$ cat src/rtl/cnn_seq_pkg.sv
// Shared types and constants for the 3x3 binary-convolution frame sequencer.
package cnn_seq_pkg;

  typedef enum logic [1:0] {
    ST_IDLE,
    ST_STREAM,
    ST_FLUSH,
    ST_DRAIN
  } state_t;

  localparam int IMG_W_DEF = 34;
  localparam int IMG_H_DEF = 34;

  // Number of 3x3 windows lying fully inside a w x h image.
  function automatic int win_count(input int w, input int h);
    return (h - 2) * (w - 2);
  endfunction

  localparam int COL_W_DEF  = $clog2(IMG_W_DEF);
  localparam int ROW_W_DEF  = $clog2(IMG_H_DEF);
  localparam int OCNT_W_DEF = $clog2(win_count(IMG_W_DEF, IMG_H_DEF));

endpackage

$ cat src/rtl/cnn_raster_counter.sv
// Raster-order row/column tracker; o_eof flags the last pixel position of a frame.
module cnn_raster_counter #(
  parameter int W     = 34,
  parameter int H     = 34,
  parameter int COL_W = $clog2(W),
  parameter int ROW_W = $clog2(H)
) (
  input  logic             clk,
  input  logic             rst_n,
  input  logic             i_clr,
  input  logic             i_en,
  output logic [ROW_W-1:0] o_row,
  output logic [COL_W-1:0] o_col,
  output logic             o_eof
);

  logic [ROW_W-1:0] r_row;
  logic [COL_W-1:0] r_col;
  logic             w_col_end;
  logic             w_row_end;

  assign w_col_end = (r_col == COL_W'(W - 1));
  assign w_row_end = (r_row == ROW_W'(H - 1));

  // NOTE: sequential state uses non-blocking assignments so every register samples pre-edge values.
  always_ff @(posedge clk or negedge rst_n) begin
    if (!rst_n) begin
      r_row <= '0;
      r_col <= '0;
    end else if (i_clr) begin
      r_row <= '0;
      r_col <= '0;
    end else if (i_en) begin
      if (w_col_end) begin
        r_col <= '0;
        r_row <= w_row_end ? '0 : r_row + 1'b1;
      end else begin
        r_col <= r_col + 1'b1;
      end
    end
  end

  assign o_row = r_row;
  assign o_col = r_col;
  assign o_eof = w_row_end && w_col_end;

endmodule

$ cat src/rtl/cnn_conv_sequencer.sv
// Frame controller for the First_CNN_0 3x3 binary-convolution datapath.
// Optional build macro CNN_SEQ_RELU_EN clamps negative results to zero.
module cnn_conv_sequencer
  import cnn_seq_pkg::*;
#(
  parameter int IMG_W = IMG_W_DEF,
  parameter int IMG_H = IMG_H_DEF
) (
  input  logic              clk,
  input  logic              rst_n,
  input  logic              start,
  input  logic              in_valid,
  input  logic              in_bit,
  output logic              in_ready,
  output logic              conv_din_valid,
  output logic              conv_din,
  output logic              conv_cal_valid,
  input  logic signed [7:0] conv_dout,
  output logic              out_valid,
  output logic signed [7:0] out_data,
  output logic              out_last,
  output logic              busy,
  output logic              done
);

  localparam int COL_W  = $clog2(IMG_W);
  localparam int ROW_W  = $clog2(IMG_H);
  localparam int N_WIN  = win_count(IMG_W, IMG_H);
  localparam int OCNT_W = $clog2(N_WIN);

  state_t r_state;
  state_t w_next;

  logic [ROW_W-1:0]  w_row;
  logic [COL_W-1:0]  w_col;
  logic              w_eof;
  logic              w_clr;
  logic              w_accept;
  logic              w_flush;
  logic              w_shift;
  logic              w_tag;
  logic              r_pend;
  logic              r_cal_q;
  logic              r_out_valid;
  logic [OCNT_W-1:0] r_ocnt;
  logic              w_out_last;
  logic signed [7:0] w_data;

  assign w_clr    = (r_state == ST_IDLE) && start;
  assign in_ready = (r_state == ST_STREAM);
  assign w_accept = in_valid && in_ready;
  assign w_flush  = (r_state == ST_FLUSH);
  assign w_shift  = w_accept || w_flush;

  cnn_raster_counter #(
    .W     (IMG_W),
    .H     (IMG_H),
    .COL_W (COL_W),
    .ROW_W (ROW_W)
  ) u_raster (
    .clk   (clk),
    .rst_n (rst_n),
    .i_clr (w_clr),
    .i_en  (w_accept),
    .o_row (w_row),
    .o_col (w_col),
    .o_eof (w_eof)
  );

  always_ff @(posedge clk or negedge rst_n) begin
    if (!rst_n) r_state <= ST_IDLE;
    else        r_state <= w_next;
  end

  // NOTE: defaults first so no path through the case leaves a signal unassigned (no latches).
  always_comb begin
    w_next = r_state;
    done   = 1'b0;
    case (r_state)
      ST_IDLE:   if (start) w_next = ST_STREAM;
      ST_STREAM: if (w_accept && w_eof) w_next = ST_FLUSH;
      ST_FLUSH:  w_next = ST_DRAIN;
      ST_DRAIN: begin
        if (w_out_last) begin
          w_next = ST_IDLE;
          done   = 1'b1;
        end
      end
      default:   w_next = ST_IDLE;
    endcase
  end

  // The datapath window lags one shift behind, so a pixel's tag is released on the following shift.
  assign w_tag = (w_row >= ROW_W'(2)) && (w_col >= COL_W'(2));

  always_ff @(posedge clk or negedge rst_n) begin
    if (!rst_n) begin
      r_pend      <= 1'b0;
      r_cal_q     <= 1'b0;
      r_out_valid <= 1'b0;
      r_ocnt      <= '0;
    end else begin
      r_cal_q     <= w_shift && r_pend;
      r_out_valid <= r_cal_q;
      if (w_clr)         r_pend <= 1'b0;
      else if (w_accept) r_pend <= w_tag;
      else if (w_flush)  r_pend <= 1'b0;
      if (w_clr)            r_ocnt <= '0;
      else if (r_out_valid) r_ocnt <= r_ocnt + 1'b1;
    end
  end

`ifdef CNN_SEQ_RELU_EN
  assign w_data = conv_dout[7] ? 8'sd0 : conv_dout;
`else
  assign w_data = conv_dout;
`endif

  assign w_out_last     = r_out_valid && (r_ocnt == OCNT_W'(N_WIN - 1));
  assign conv_din_valid = w_shift;
  assign conv_din       = w_accept && in_bit;
  assign conv_cal_valid = r_cal_q;
  assign out_valid      = r_out_valid;
  assign out_data       = r_out_valid ? w_data : 8'sd0;
  assign out_last       = w_out_last;
  assign busy           = (r_state != ST_IDLE);

endmodule

$ cat config.mk
export PLATFORM = sky130hd
export DESIGN_NAME = cnn_conv_sequencer
export DESIGN_NICKNAME = d
export VERILOG_FILES = /design/src/rtl/cnn_seq_pkg.sv /design/src/rtl/cnn_raster_counter.sv /design/src/rtl/cnn_conv_sequencer.sv
export SDC_FILE = /design/constraint.sdc
export NUM_CORES = 1
export LEC_CHECK = 0
export CORE_MARGIN = 1
export CORE_UTILIZATION = 40
export DETAILED_ROUTE_END_ITERATION = 10
export HOLD_SLACK_MARGIN = 0.1
export PLACE_DENSITY_LB_ADDON = 0.12
export SETUP_SLACK_MARGIN = 0.5
export SLEW_MARGIN = 20
export SYNTH_ARGS = -nofsm -noshare
export SYNTH_HDL_FRONTEND = slang
export SYNTH_SLANG_ARGS = --single-unit
$ cat constraint.sdc
create_clock -name clk -period 3.2 [get_ports clk]
set_input_delay 0.32 -clock clk [delete_from_list [all_inputs] [get_ports clk]]
set_output_delay 0.32 -clock clk [all_outputs]
set_load 0.005 [all_outputs]
After elaboration in Yosys (flattened, before gate mapping):

Cells that the tools add are included.

* flip-flop bits (word level): 27
* input port bits: 13
* output and inout port bits: 16
* word-level logic and storage cells: 57

* add/sub/neg operators: 3
* magnitude comparators: 2
* eq/ne operators: 9
* multiplexer cells: 19
* reduce and logical (&&, ||, !) cells: 17

Operators by type and width (number)
* two-way mux 6 bit: 7
* two-way mux 10 bit: 2
* adder 6 x 1 -> 6 bit, second input constant: 2
* equality test 6 bit, second input constant: 2
* >= comparator 6 x 2 -> 1 bit, second input constant: 2
* adder 10 x 1 -> 10 bit, second input constant: 1
* equality test 10 bit, second input constant: 1
* logical AND 1 bit: 8
* two-way mux 8 bit: 1
* one-hot mux 2 bit (4 select lines): 1
* nonzero test 2 bit: 4
* two-way mux 2 bit: 3
* two-way mux 1 bit: 5
* equality test 2 bit, second input constant: 2
* != test 2 bit, second input constant: 2
* AND reduction 3 bit: 1
* nonzero test 3 bit: 1
* equality test 2 x 1 -> 1 bit, second input constant: 1
* zero test 2 bit: 1
* != test 2 x 1 -> 1 bit, second input constant: 1
* AND reduction 2 bit: 1
* logical OR 1 bit: 1

Logic depth before layout (Yosys ltp):

Gate-level depths: netlist (run 1).

* depth in word-level cells: 5
* mapped depth: 7
* depth with buffers taken out: 6

Hierarchy:

A second synthesis (run 1) with hierarchy kept.

* cells, all modules: 159
* area, all modules: 1571.5 µm²

By module, submodules not included
* cnn_conv_sequencer: instances 1, cells each 86, area each 844.6 µm², seq. area each 375.4 µm²
* cnn_raster_counter: instances 1, cells each 73, area each 726.9 µm², seq. area each 300.3 µm²

Worst setup path before layout (run 1):

OpenSTA, ideal clock, no wires.

* kind: register to register
* from: register r_state[1]
* to: register u_raster.r_row[2], in the netlist u_raster.o_row[2]
* library setup time: 78 ps
* arrival time: 1950 ps
* data required time: 3122 ps
* path slack: 1172 ps
* cell stages (with the launch flop): 8
* path buffers: 1
* period minus slack after synthesis: 2028 ps
* cells stage by stage: dfrtp_1 inv_1 ha_1 nand2_1 or3_1 buf_2 or4_1 a21oi_1

* longest elaborated chain between the ends: 4
* elaborated cells between the ends (all ways): 8
* classes of those cells: eq/ne (1); mux (1); reduce/logical (6)

Ends and longest elaborated chain
* start: declaration: line cnn_conv_sequencer.sv:31 `state_t r_state;`
* start signal: assignment: line cnn_conv_sequencer.sv:72 `else r_state <= w_next;`
* equality test 2 x 1 -> 1 bit: line cnn_conv_sequencer.sv:50 `assign in_ready = (r_state == ST_STREAM);`
* named net in_ready: line cnn_conv_sequencer.sv:14 `output logic in_ready,`
* logical AND 1 bit: line cnn_conv_sequencer.sv:51 `assign w_accept = in_valid && in_ready;`
* nonzero test 2 bit (no line)
* AND reduction 2 bit (no line)
* end signal: assignment: line cnn_raster_counter.sv:36 `r_row <= w_row_end ? '0 : r_row + 1'b1;`
* end: declaration: line cnn_raster_counter.sv:17 `logic [ROW_W-1:0] r_row;`

The timed path passes the listed nets, and every way through them passes these cells.
A chain may end at the register's enable or synchronous reset.

Worst setup path after layout (run 1):

* from: register r_out_valid, in the netlist out_valid
* to: output port done

* longest elaborated chain between the ends: 3

Ends and longest elaborated chain
* start: declaration: line cnn_conv_sequencer.sv:44 `logic r_out_valid;`
* start signal: assignment: line cnn_conv_sequencer.sv:104 `r_out_valid <= r_cal_q;`
* logical AND 1 bit: line cnn_conv_sequencer.sv:119 `assign w_out_last = r_out_valid && (r_ocnt == OCNT_W'(N_WIN - 1));`
* two-way mux 1 bit: line cnn_conv_sequencer.sv:84 `if (w_out_last) begin`
* two-way mux 1 bit: line cnn_conv_sequencer.sv:79 `case (r_state)`
* end: declaration: line cnn_conv_sequencer.sv:23 `output logic done`

Every way passes these cells.

==> results of run 1 <==
power breakdown:
part	switching [mW]	total [mW]	internal, mW
Clock	0.104	0.193	0.0893
Sequential	0.0535	0.430	0.377
Combinational	0.0690	0.140	0.0711
Total	0.226	0.764	0.537
final cells by class:
cell class	count	area, sq um	area share, %
clock buffers	4	45.0	2.31
well taps	48	60.1	3.08
inverters	10	37.5	1.93
multi-input cells	127	836	42.9
repair buffers	30	295	15.1
flip-flops and latches	27	676	34.7
metrics by stage:
stage / area [sq um] / total power [mW] / setup WS [ns] / std cells
6_report: 1950 / 0.764 / 0.889 / 246
5_1_grt: 1950 / 0.811 / 0.810 / 246
4_1_cts: 1950 / 0.775 / 0.864 / 246
3_5_place_dp: 1900 / 0.577 / 0.869 / 242
3_3_place_gp: 1900 / 0.571 / 0.972 / 242
2_1_floorplan: 1570 / 0.519 / 1.17 / 170
sequential cells by signal (all words and copies together) (netlist names):
register and count:
conv_cal_valid 1, out_valid 1, r_ocnt 10, r_pend 1
r_state 2, u_raster.o_col 6, u_raster.o_row 6
placed cells by master, fill, tap and decap left out, types with 6 or more instances in the layout:
master,n
a21oi_1,10
and2_1,12
clkdlybuf4s50_1,28
dfrtp_1,27
ha_1,12
inv_1,10
nand2_1,14
nand3_1,8
nand4_1,6
nor2_1,15
nor3_1,7
xor2_1,8
per-layer routing:
| layer | track usage (%) | part of all wire, % | vias to the layer above |
|---|---|---|---|
| met5 | 0 | 0 | - |
| met4 | 7.22 | 1.5 | 0 |
| met3 | 2.29 | 2.8 | 5 |
| met2 | 29.4 | 47 | 28 |
| met1 | 22.2 | 49 | 636 |
| li1 | - | - | 651 |
final timing paths:
path                                start                end  cells after the start
setup reg to reg               r_state[1]  u_raster.o_row[4]                      6
hold / removal             conv_cal_valid          out_valid                      0
min in group asynchronous           rst_n          out_valid                      2
hold reg to reg            conv_cal_valid          out_valid                      0
max in group asynchronous           rst_n          r_ocnt[0]                      2
setup / recovery                out_valid               done                      5
critical path, delay by kind of cell, from the launching register on:
| kind | cells | cell delay [ns] |
|---|---|---|
| AND/OR/NAND/NOR | 3 | 0.71 |
| buffers and inverters | 2 | 0.67 |
| flip-flops | 1 | 0.33 |
logic make-up (layout without fill, tap and decap cells):
group,after synthesis,in the layout
AND/OR/NAND/NOR,79,79
flip-flops,27,27
AO/OA/AOI/OAI,23,23
buffers and inverters,16,44
adder cells (fa/ha/maj),12,12
XOR/XNOR,10,10
multiplexers,3,3
==> results.py, run 1 <==
metrics = {
    "place": {
        "dp_hpwl_microns": 2430,
        "place_congestion": 0.864,
        "io_buffers": 28,
    },
    "timing": {
        "worst_slew_pin_slew_ns": 0.870,
        "setup_viol": 0,
        "max_slew_margin_pct": 42.0,
        "finClkSkew_ns": 0.0103,
        "period_share_pct": 72.2,
        "tns_ns": 0,
        "grt_setup_unrepaired": "no",
        "timing.fmax_ghz": 0.433,
        "final_max_slew_viol_count": 0,
        "min_period_ns": 2.31,
        "finalHoldViolCount": 0,
        "fin_hold_ws_ns": 0.369,
    },
    "logic_synthesis": {
        "postSynthAreaPerCell_sq_um": 9.25,
        "async_flop_share_pct": 100,
        "synth-edff-count": 0,
        "synth_top_family_by_area": "simple AND/OR/NAND/NOR gates",
        "netlist_top_cells_count": "dfrtp_1, nor2_1, nand2_1",
        "synth-compound-area-share_pct": 8.99,
        "synthXorXnorAreaFrac_pct": 5.57,
        "syn_nets": 195,
        "yosys.area.top_type_share_pct": 43.0,
        "ys_seq_area_share_pct": 43.0,
        "synth_area_sq_mm": 0.00157,
        "synthMuxAreaShare_pct": 1.99,
        "syn_inst": 170,
        "yosysMostFrequentCell": "dfrtp_1",
        "synthAdderAreaFrac_pct": 9.55,
        "synth-seq-cells": 27,
        "synthSimpleGateAreaFrac_pct": 27.0,
        "yosysTopAreaCell": "dfrtp_1",
        "netlist_top_cells_area": "dfrtp_1, ha_1, and2_1",
        "synth-main-ff-cell": "dfrtp_1",
        "yosysUniqueCellTypes": 32,
        "yosys_warnings": 0,
    },
    "grt": {
        "overflow": 0,
        "grt_pass1_wl_microns": 5580,
        "track_usage_pct": 17.4,
        "grt_antenna_before_repair": 0,
        "grt_max_degree": 28,
        "grt_pass1_vias": 1237,
    },
    "route": {
        "wl_per_cell_microns": 13.4,
        "dr.pass1.iters": 4,
        "ant_nets": 0,
        "dr.first_iter.drc_count": 46,
        "num_vias": 1320,
        "vias_per_cell": 5.37,
        "drc_errors": 0,
        "wl_microns": 3310,
    },
    "die": {
        "core_area_sq_mm": 0.00372,
        "num_io_pins": 29,
        "initial_utilization_pct": 42.3,
        "rows": 22,
        "die_h_microns": 64.7,
        "die-area_sq_mm": 0.00419,
        "die_w_microns": 64.7,
    },
    "outcome": {
        "outcome": "finished clean",
    },
    "clocking": {
        "postCtsSetupRepairBufs": 0,
        "root_buffer": "clkbuf_8",
        "cts_tree": "built",
        "cts.sinks": 27,
        "insertion_delay_ns": 0.28,
        "cts_max_level": 1,
        "ctsHoldBuffers": 0,
        "cts_buffer_depth": 2,
        "cts-resized-gates": 0,
        "numCtsBuffers": 3,
        "clk_pin_slew_ns": 0.09,
    },
    "power_and_ir_drop": {
        "leakage_nw": 0.784,
        "peakVddDrop_uv": 229,
        "power_density_mw_per_mm2": 392,
    },
    "setup_path": {
        "slowest_stage": "clkdlybuf4s50_1",
        "critPathKind": "reg -> out",
        "endpoint_kind": "primary output",
        "worstPathMaxFanout": 16,
        "crit_arrival_ns": 1.99,
        "startpoint_type": "flop",
        "cp.required_ns": 2.88,
        "cpPeakStageDelay_ns": 0.49,
        "cpMostUsedCell": "and4_1",
        "cp_cell_sequence": "buf_4 > and4_1 > and4_1 > and2_1 > clkdlybuf4s50_1",
        "r2r_slack_ns": 0.95,
    },
    "finish": {
        "nNetsFinal": 224,
        "diodes": 0,
        "utilization_pct": 52.5,
        "nFillCells": 335,
        "area_growth_pct": 23.9,
        "drive_gt1_share_pct": 4.04,
    },
    "min_path": {
        "hp-class": "reg -> reg",
    },
    "run": {
        "maxCapViolCount": 0,
    },
}
(Power assumes the default switching activity.)
==> inputs of run 2 (changes only) <==
==> constraint.sdc (replaced) <==
create_clock -name clk -period 2.1 [get_ports clk]
set_input_delay 0.21 -clock clk [delete_from_list [all_inputs] [get_ports clk]]
set_output_delay 0.21 -clock clk [all_outputs]
set_load 0.005 [all_outputs]
==> results.py, run 2 (same netlist as run 1, synthesis figures left out) <==
metrics = {
    "timing": {
        "timing.fmax_ghz": 0.551,
        "tns_ns": 0,
        "min_period_ns": 1.81,
        "grt_setup_unrepaired": "yes",
        "setup_viol": 0,
        "finClkSkew_ns": 0.00372,
        "final_max_slew_viol_count": 0,
        "worst_slew_pin_slew_ns": 0.478,
        "max_slew_margin_pct": 67.9,
        "finalHoldViolCount": 0,
        "period_share_pct": 86.4,
    },
    "grt": {
        "grt_antenna_before_repair": 0,
        "grt_pass1_vias": 1515,
        "track_usage_pct": 20.8,
        "grt_max_degree": 28,
        "grt_pass1_wl_microns": 6780,
        "overflow": 0,
    },
    "die": {
        "rows": 22,
        "initial_utilization_pct": 42.3,
        "core_area_sq_mm": 0.00372,
        "die-area_sq_mm": 0.00419,
        "die_w_microns": 64.7,
        "die_h_microns": 64.7,
        "num_io_pins": 29,
    },
    "setup_path": {
        "cp.required_ns": 2.31,
        "endpoint_kind": "flop",
        "crit_arrival_ns": 2.02,
        "cpPeakStageDelay_ns": 0.42,
        "critPathKind": "reg -> reg",
        "crit_family": "simple AND/OR/NAND/NOR gates",
        "startpoint_type": "flop",
        "crit_buf_inv": 0,
        "worstPathMaxFanout": 6,
        "cpMostUsedCell": "or3_4",
        "slowest_stage": "or3_4",
        "cp_cell_sequence": "or3_4 > or3_4 > or4_4 > a21oi_2",
    },
    "clocking": {
        "numCtsBuffers": 3,
        "clk_pin_slew_ns": 0.10,
        "cts.sinks": 27,
        "cts_tree": "built",
        "root_buffer": "clkbuf_8",
        "cts_max_level": 1,
        "insertion_delay_ns": 0.27,
        "cts_buffer_depth": 2,
    },
    "route": {
        "vias_per_cell": 5.30,
        "dr.first_iter.drc_count": 66,
        "wl_per_cell_microns": 14.3,
        "wl_microns": 4120,
        "dr.pass1.iters": 4,
        "drc_errors": 0,
        "ant_nets": 0,
        "num_vias": 1531,
    },
    "power_and_ir_drop": {
        "p_sw_uw": 407,
        "seq_power_share_pct": 48.2,
        "combPwrFrac_pct": 28.1,
        "peakVddDrop_uv": 394,
        "leakage_nw": 1.07,
        "p_sw_share_pct": 31.3,
        "clkPwrFrac_pct": 23.7,
        "power_density_mw_per_mm2": 544,
        "p_int_uw": 895,
    },
    "place": {
        "io_buffers": 28,
        "place_congestion": 0.827,
        "dp_hpwl_microns": 2510,
        "placed_area_sq_mm": 0.00193,
    },
    "finish": {
        "largest_reg_flops": 10,
        "diodes": 0,
        "largest-register": "r_ocnt",
        "drive_gt1_share_pct": 32.4,
        "nNetsFinal": 267,
        "area_growth_pct": 52.1,
        "fin_area_sq_mm": 0.00239,
        "final_cell_mix": "buf_4, dfrtp_1, nor2_1",
        "layout_commonest_cell": "buf_4",
    },
    "min_path": {
        "hp-class": "in -> async",
    },
    "outcome": {
        "outcome": "finished clean",
    },
    "run": {
        "maxCapViolCount": 0,
    },
}
## run 2: layout make-up
class / instances / area, sq um
tap: 48 / 60.1
fill: 317 / 1320
inverter: 10 / 42.5
clock inverter: 1 / 7.51
sequential: 27 / 678
timing repair buffer: 73 / 608
multi-input combinational: 127 / 955
clock buffer: 3 / 41.3
## run 2: routing by layer
layer	share of wire, %	wire length [microns]	track usage [%]	up-vias
met5	0	0	0	-
met4	2.6	106	5.83	0
met3	4.8	196	4.75	12
met2	50	2050	37.1	55
met1	43	1770	24.6	726
li1	-	-	-	738
## run 2: what timing repair did
action                     in CTS  in global routing
gates resized for setup        36                 19
buffers inserted               27                 13
hold buffers                    0                  0
gates cloned                    1                  0
hold endpoints to repair        0                  0
setup endpoints to repair      22                 17
pin swaps                       5                  8
## run 2: worst register-to-register path: stages (launching register included)
cell and delay [ns]:
dfrtp_1 0.39, or3_4 0.42, or3_4 0.38, or4_4 0.43
a21oi_2 0.13
## run 2: path summary, 6_finish.rpt
kind / to / slack, ns / from / depth (start not counted)
max: u_raster.o_row[2] / 0.29 / u_raster.o_col[3] / 4
min: r_ocnt[3] / 0.31 / rst_n / 2
max reg2reg: u_raster.o_row[2] / 0.29 / u_raster.o_col[3] / 4
min reg2reg: out_valid / 0.40 / conv_cal_valid / 0
max in group asynchronous: u_raster.o_col[1] / 1.51 / rst_n / 2
min in group clk: out_valid / 0.40 / conv_cal_valid / 0
## run 2: power groups by stage
stage	Combinational [mW]	Sequential, mW	Clock (mW)
6_report	0.366	0.628	0.308
5_1_grt	0.402	0.635	0.337
4_1_cts	0.345	0.624	0.314
3_5_place_dp	0.216	0.664	0
3_3_place_gp	0.207	0.661	0
2_1_floorplan	0.147	0.645	0
## run 2: per-stage QoR
stage                     power [mW]  hold WS [ns]  setup WS (ns)  std cells  util [%]
after CTS                       1.28         0.313          0.296        276      60.0
final                           1.30         0.307          0.285        289      64.4
after global routing            1.37         0.334          0.235        289      64.4
after global placement         0.867         0.388          0.188        244      52.1
after detailed placement       0.880         0.390          0.140        244      52.1
after floorplan                0.792       -0.0856          0.279        170         -
==> inputs of run 3 (changes only) <==
--- a/config.mk
+++ b/config.mk
@@ -6,12 +6,12 @@
 export NUM_CORES = 1
 export LEC_CHECK = 0
 export CORE_MARGIN = 1
-export CORE_UTILIZATION = 40
+export CORE_UTILIZATION = 30
 export DETAILED_ROUTE_END_ITERATION = 10
 export HOLD_SLACK_MARGIN = 0.1
 export PLACE_DENSITY_LB_ADDON = 0.12
-export SETUP_SLACK_MARGIN = 0.5
 export SLEW_MARGIN = 20
 export SYNTH_ARGS = -nofsm -noshare
 export SYNTH_HDL_FRONTEND = slang
+export SYNTH_HIERARCHICAL = 1
 export SYNTH_SLANG_ARGS = --single-unit
==> results.py, run 3 <==
metrics = {
    "outcome": {
        "outcome": "finished clean",
    },
    "setup_path": {
        "crit_arrival_ns": 1.80,
        "critPathKind": "reg -> out",
        "slowest_stage": "clkdlybuf4s50_1",
        "worstPathMaxFanout": 4,
        "cp_cell_sequence": "ha_2 > and2_1 > or2_2 > clkdlybuf4s50_1",
        "reg2reg_depth": 9,
        "crit_family": "buffers and inverters",
        "cpPeakStageDelay_ns": 0.45,
        "crit_cells": 4,
        "r2r_start": "u_raster/o_col[1]",
        "cp-startpoint": "r_state[0]",
        "endpoint_kind": "primary output",
        "startpoint_type": "flop",
        "cp.required_ns": 1.89,
        "crit_buf_inv": 1,
        "r2r_slack_ns": 0.10,
    },
    "timing": {
        "setup_viol": 0,
        "final_max_slew_viol_count": 0,
        "finClkSkew_ns": 0.00483,
        "fin_hold_ws_ns": 0.308,
        "finalHoldViolCount": 0,
        "period_share_pct": 95.6,
        "timing.fmax_ghz": 0.498,
        "grt_setup_unrepaired": "no",
        "worst_slew_pin_slew_ns": 0.374,
        "min_period_ns": 2.01,
        "max_slew_margin_pct": 74.8,
    },
    "logic_synthesis": {
        "synth_area_sq_mm": 0.00157,
        "postSynthAreaPerCell_sq_um": 9.88,
        "synth-seq-cells": 27,
        "yosysMostFrequentCell": "dfrtp_1",
        "yosys_warnings": 6,
        "synth-main-ff-cell": "dfrtp_1",
        "async_flop_share_pct": 100,
        "ys_seq_area_share_pct": 43.0,
        "yosysUniqueCellTypes": 42,
        "syn_nets": 182,
        "yosys.area.top_type_share_pct": 43.0,
        "yosysTopAreaCell": "dfrtp_1",
        "synth-edff-count": 0,
        "netlist_top_cells_area": "dfrtp_1, ha_1, nor2_1",
        "netlist_top_cells_count": "dfrtp_1, nor2_1, and2_1",
        "syn_inst": 159,
    },
    "finish": {
        "largest_reg_flops": 10,
        "drive_gt1_share_pct": 17.9,
        "fin_area_sq_mm": 0.00216,
        "final_cell_mix": "dfrtp_1, clkdlybuf4s50_1, buf_4",
        "nNetsFinal": 231,
        "utilization_pct": 44.3,
        "diodes": 0,
        "area_growth_pct": 37.6,
        "largest-register": "r_ocnt",
        "final_cells": 274,
    },
    "route": {
        "ant_nets": 0,
        "vias_per_cell": 4.86,
        "wl_microns": 3620,
        "wl_per_cell_microns": 13.2,
        "drc_errors": 0,
        "num_vias": 1333,
        "dr.first_iter.drc_count": 73,
        "dr.pass1.iters": 4,
    },
    "grt": {
        "grt_antenna_before_repair": 0,
        "grt_max_degree": 28,
        "track_usage_pct": 13.4,
        "grt_pass1_vias": 1247,
        "overflow": 0,
        "grt_pass1_wl_microns": 5690,
    },
    "die": {
        "num_io_pins": 29,
        "initial_utilization_pct": 32.2,
        "core_area_sq_mm": 0.00488,
        "die_h_microns": 74.4,
        "die-area_sq_mm": 0.00553,
        "die_w_microns": 74.4,
        "rows": 25,
    },
    "power_and_ir_drop": {
        "combPwrFrac_pct": 38.4,
        "seq_power_share_pct": 45.7,
        "peakVddDrop_uv": 527,
        "power_mw": 1.92,
        "p_sw_uw": 686,
        "leakage_nw": 0.963,
        "p_int_mw": 1.24,
        "p_sw_share_pct": 35.7,
        "power_density_mw_per_mm2": 889,
        "clkPwrFrac_pct": 16.0,
    },
    "place": {
        "placed_area_sq_mm": 0.00201,
        "placed_cells": 260,
        "place_congestion": 0.832,
        "io_buffers": 28,
        "dp_hpwl_microns": 2600,
    },
    "clocking": {
        "clk_pin_slew_ns": 0.10,
        "cts_buffer_depth": 2,
        "ctsHoldBuffers": 0,
        "cts_max_level": 1,
        "numCtsBuffers": 3,
        "insertion_delay_ns": 0.27,
        "cts.sinks": 27,
        "cts_tree": "built",
        "root_buffer": "clkbuf_8",
    },
    "run": {
        "maxCapViolCount": 0,
    },
    "min_path": {
        "hp-class": "in -> async",
    },
}
## run 3: final cells by class
type	instances	area [sq um]
Sequential cell	27	676
Clock inverter	1	7.51
Clock buffer	3	41.3
Timing Repair Buffer	49	453
Multi-Input combinational cell	119	871
Tap cell	67	83.8
Inverter	8	30.0
Fill cell	479	2720
## run 3: what timing repair did
item	in CTS	in global routing
gates resized for setup	1	5
setup buffers	3	7
endpoints found under the setup margin	5	5
pin swaps	1	2
endpoints found under the hold margin	0	0
## run 3: routing by layer
| metal | share of wire (%) | up-vias | track usage [%] |
|---|---|---|---|
| li1 | - | 652 | - |
| met1 | 45 | 653 | 16.6 |
| met2 | 50 | 26 | 23.6 |
| met3 | 4.7 | 2 | 3.66 |
| met4 | 0.47 | 0 | 2.52 |
| met5 | 0 | - | 0 |
## run 3: worst paths after layout
kind                                           to
worst max register to register         r_state[1]
worst max-delay path               conv_din_valid
min in group clk                        out_valid
worst min-delay path            u_raster/o_row[2]
max in group asynchronous                  r_pend
worst min register to register          out_valid
## run 3: power groups by stage
stage / Combinational, mW / Sequential [mW] / Clock (mW)
2_1_floorplan: 0.379 / 0.869 / 0
3_3_place_gp: 0.627 / 0.867 / 0
3_5_place_dp: 0.652 / 0.875 / 0
4_1_cts: 0.696 / 0.863 / 0.320
5_1_grt: 0.817 / 0.900 / 0.339
6_report: 0.738 / 0.878 / 0.307
## run 3: through the flow
| step | setup slack, ns | setup TNS (ns) |
|---|---|---|
| 5_1_grt | 0.00265 | 0 |
| 3_3_place_gp | 0.0581 | 0 |
| 6_report | 0.0928 | 0 |
| 3_5_place_dp | -0.0576 | -0.0622 |
| 4_1_cts | -0.0578 | -0.0578 |
| 2_1_floorplan | 0.0609 | 0 |
## run 3: logic make-up (layout without fill, tap and decap cells)
group                    Yosys count  count (layout)  share of synthesized area [%]
adder cells (fa/ha/maj)           10              10                           7.96
AND/OR/NAND/NOR                   76              76                           28.4
flip-flops                        27              27                           43.0
AO/OA/AOI/OAI                     15              15                           7.01
multiplexers                       4               4                           2.63
buffers and inverters             13              61                           3.18
XOR/XNOR                          14              14                           7.80
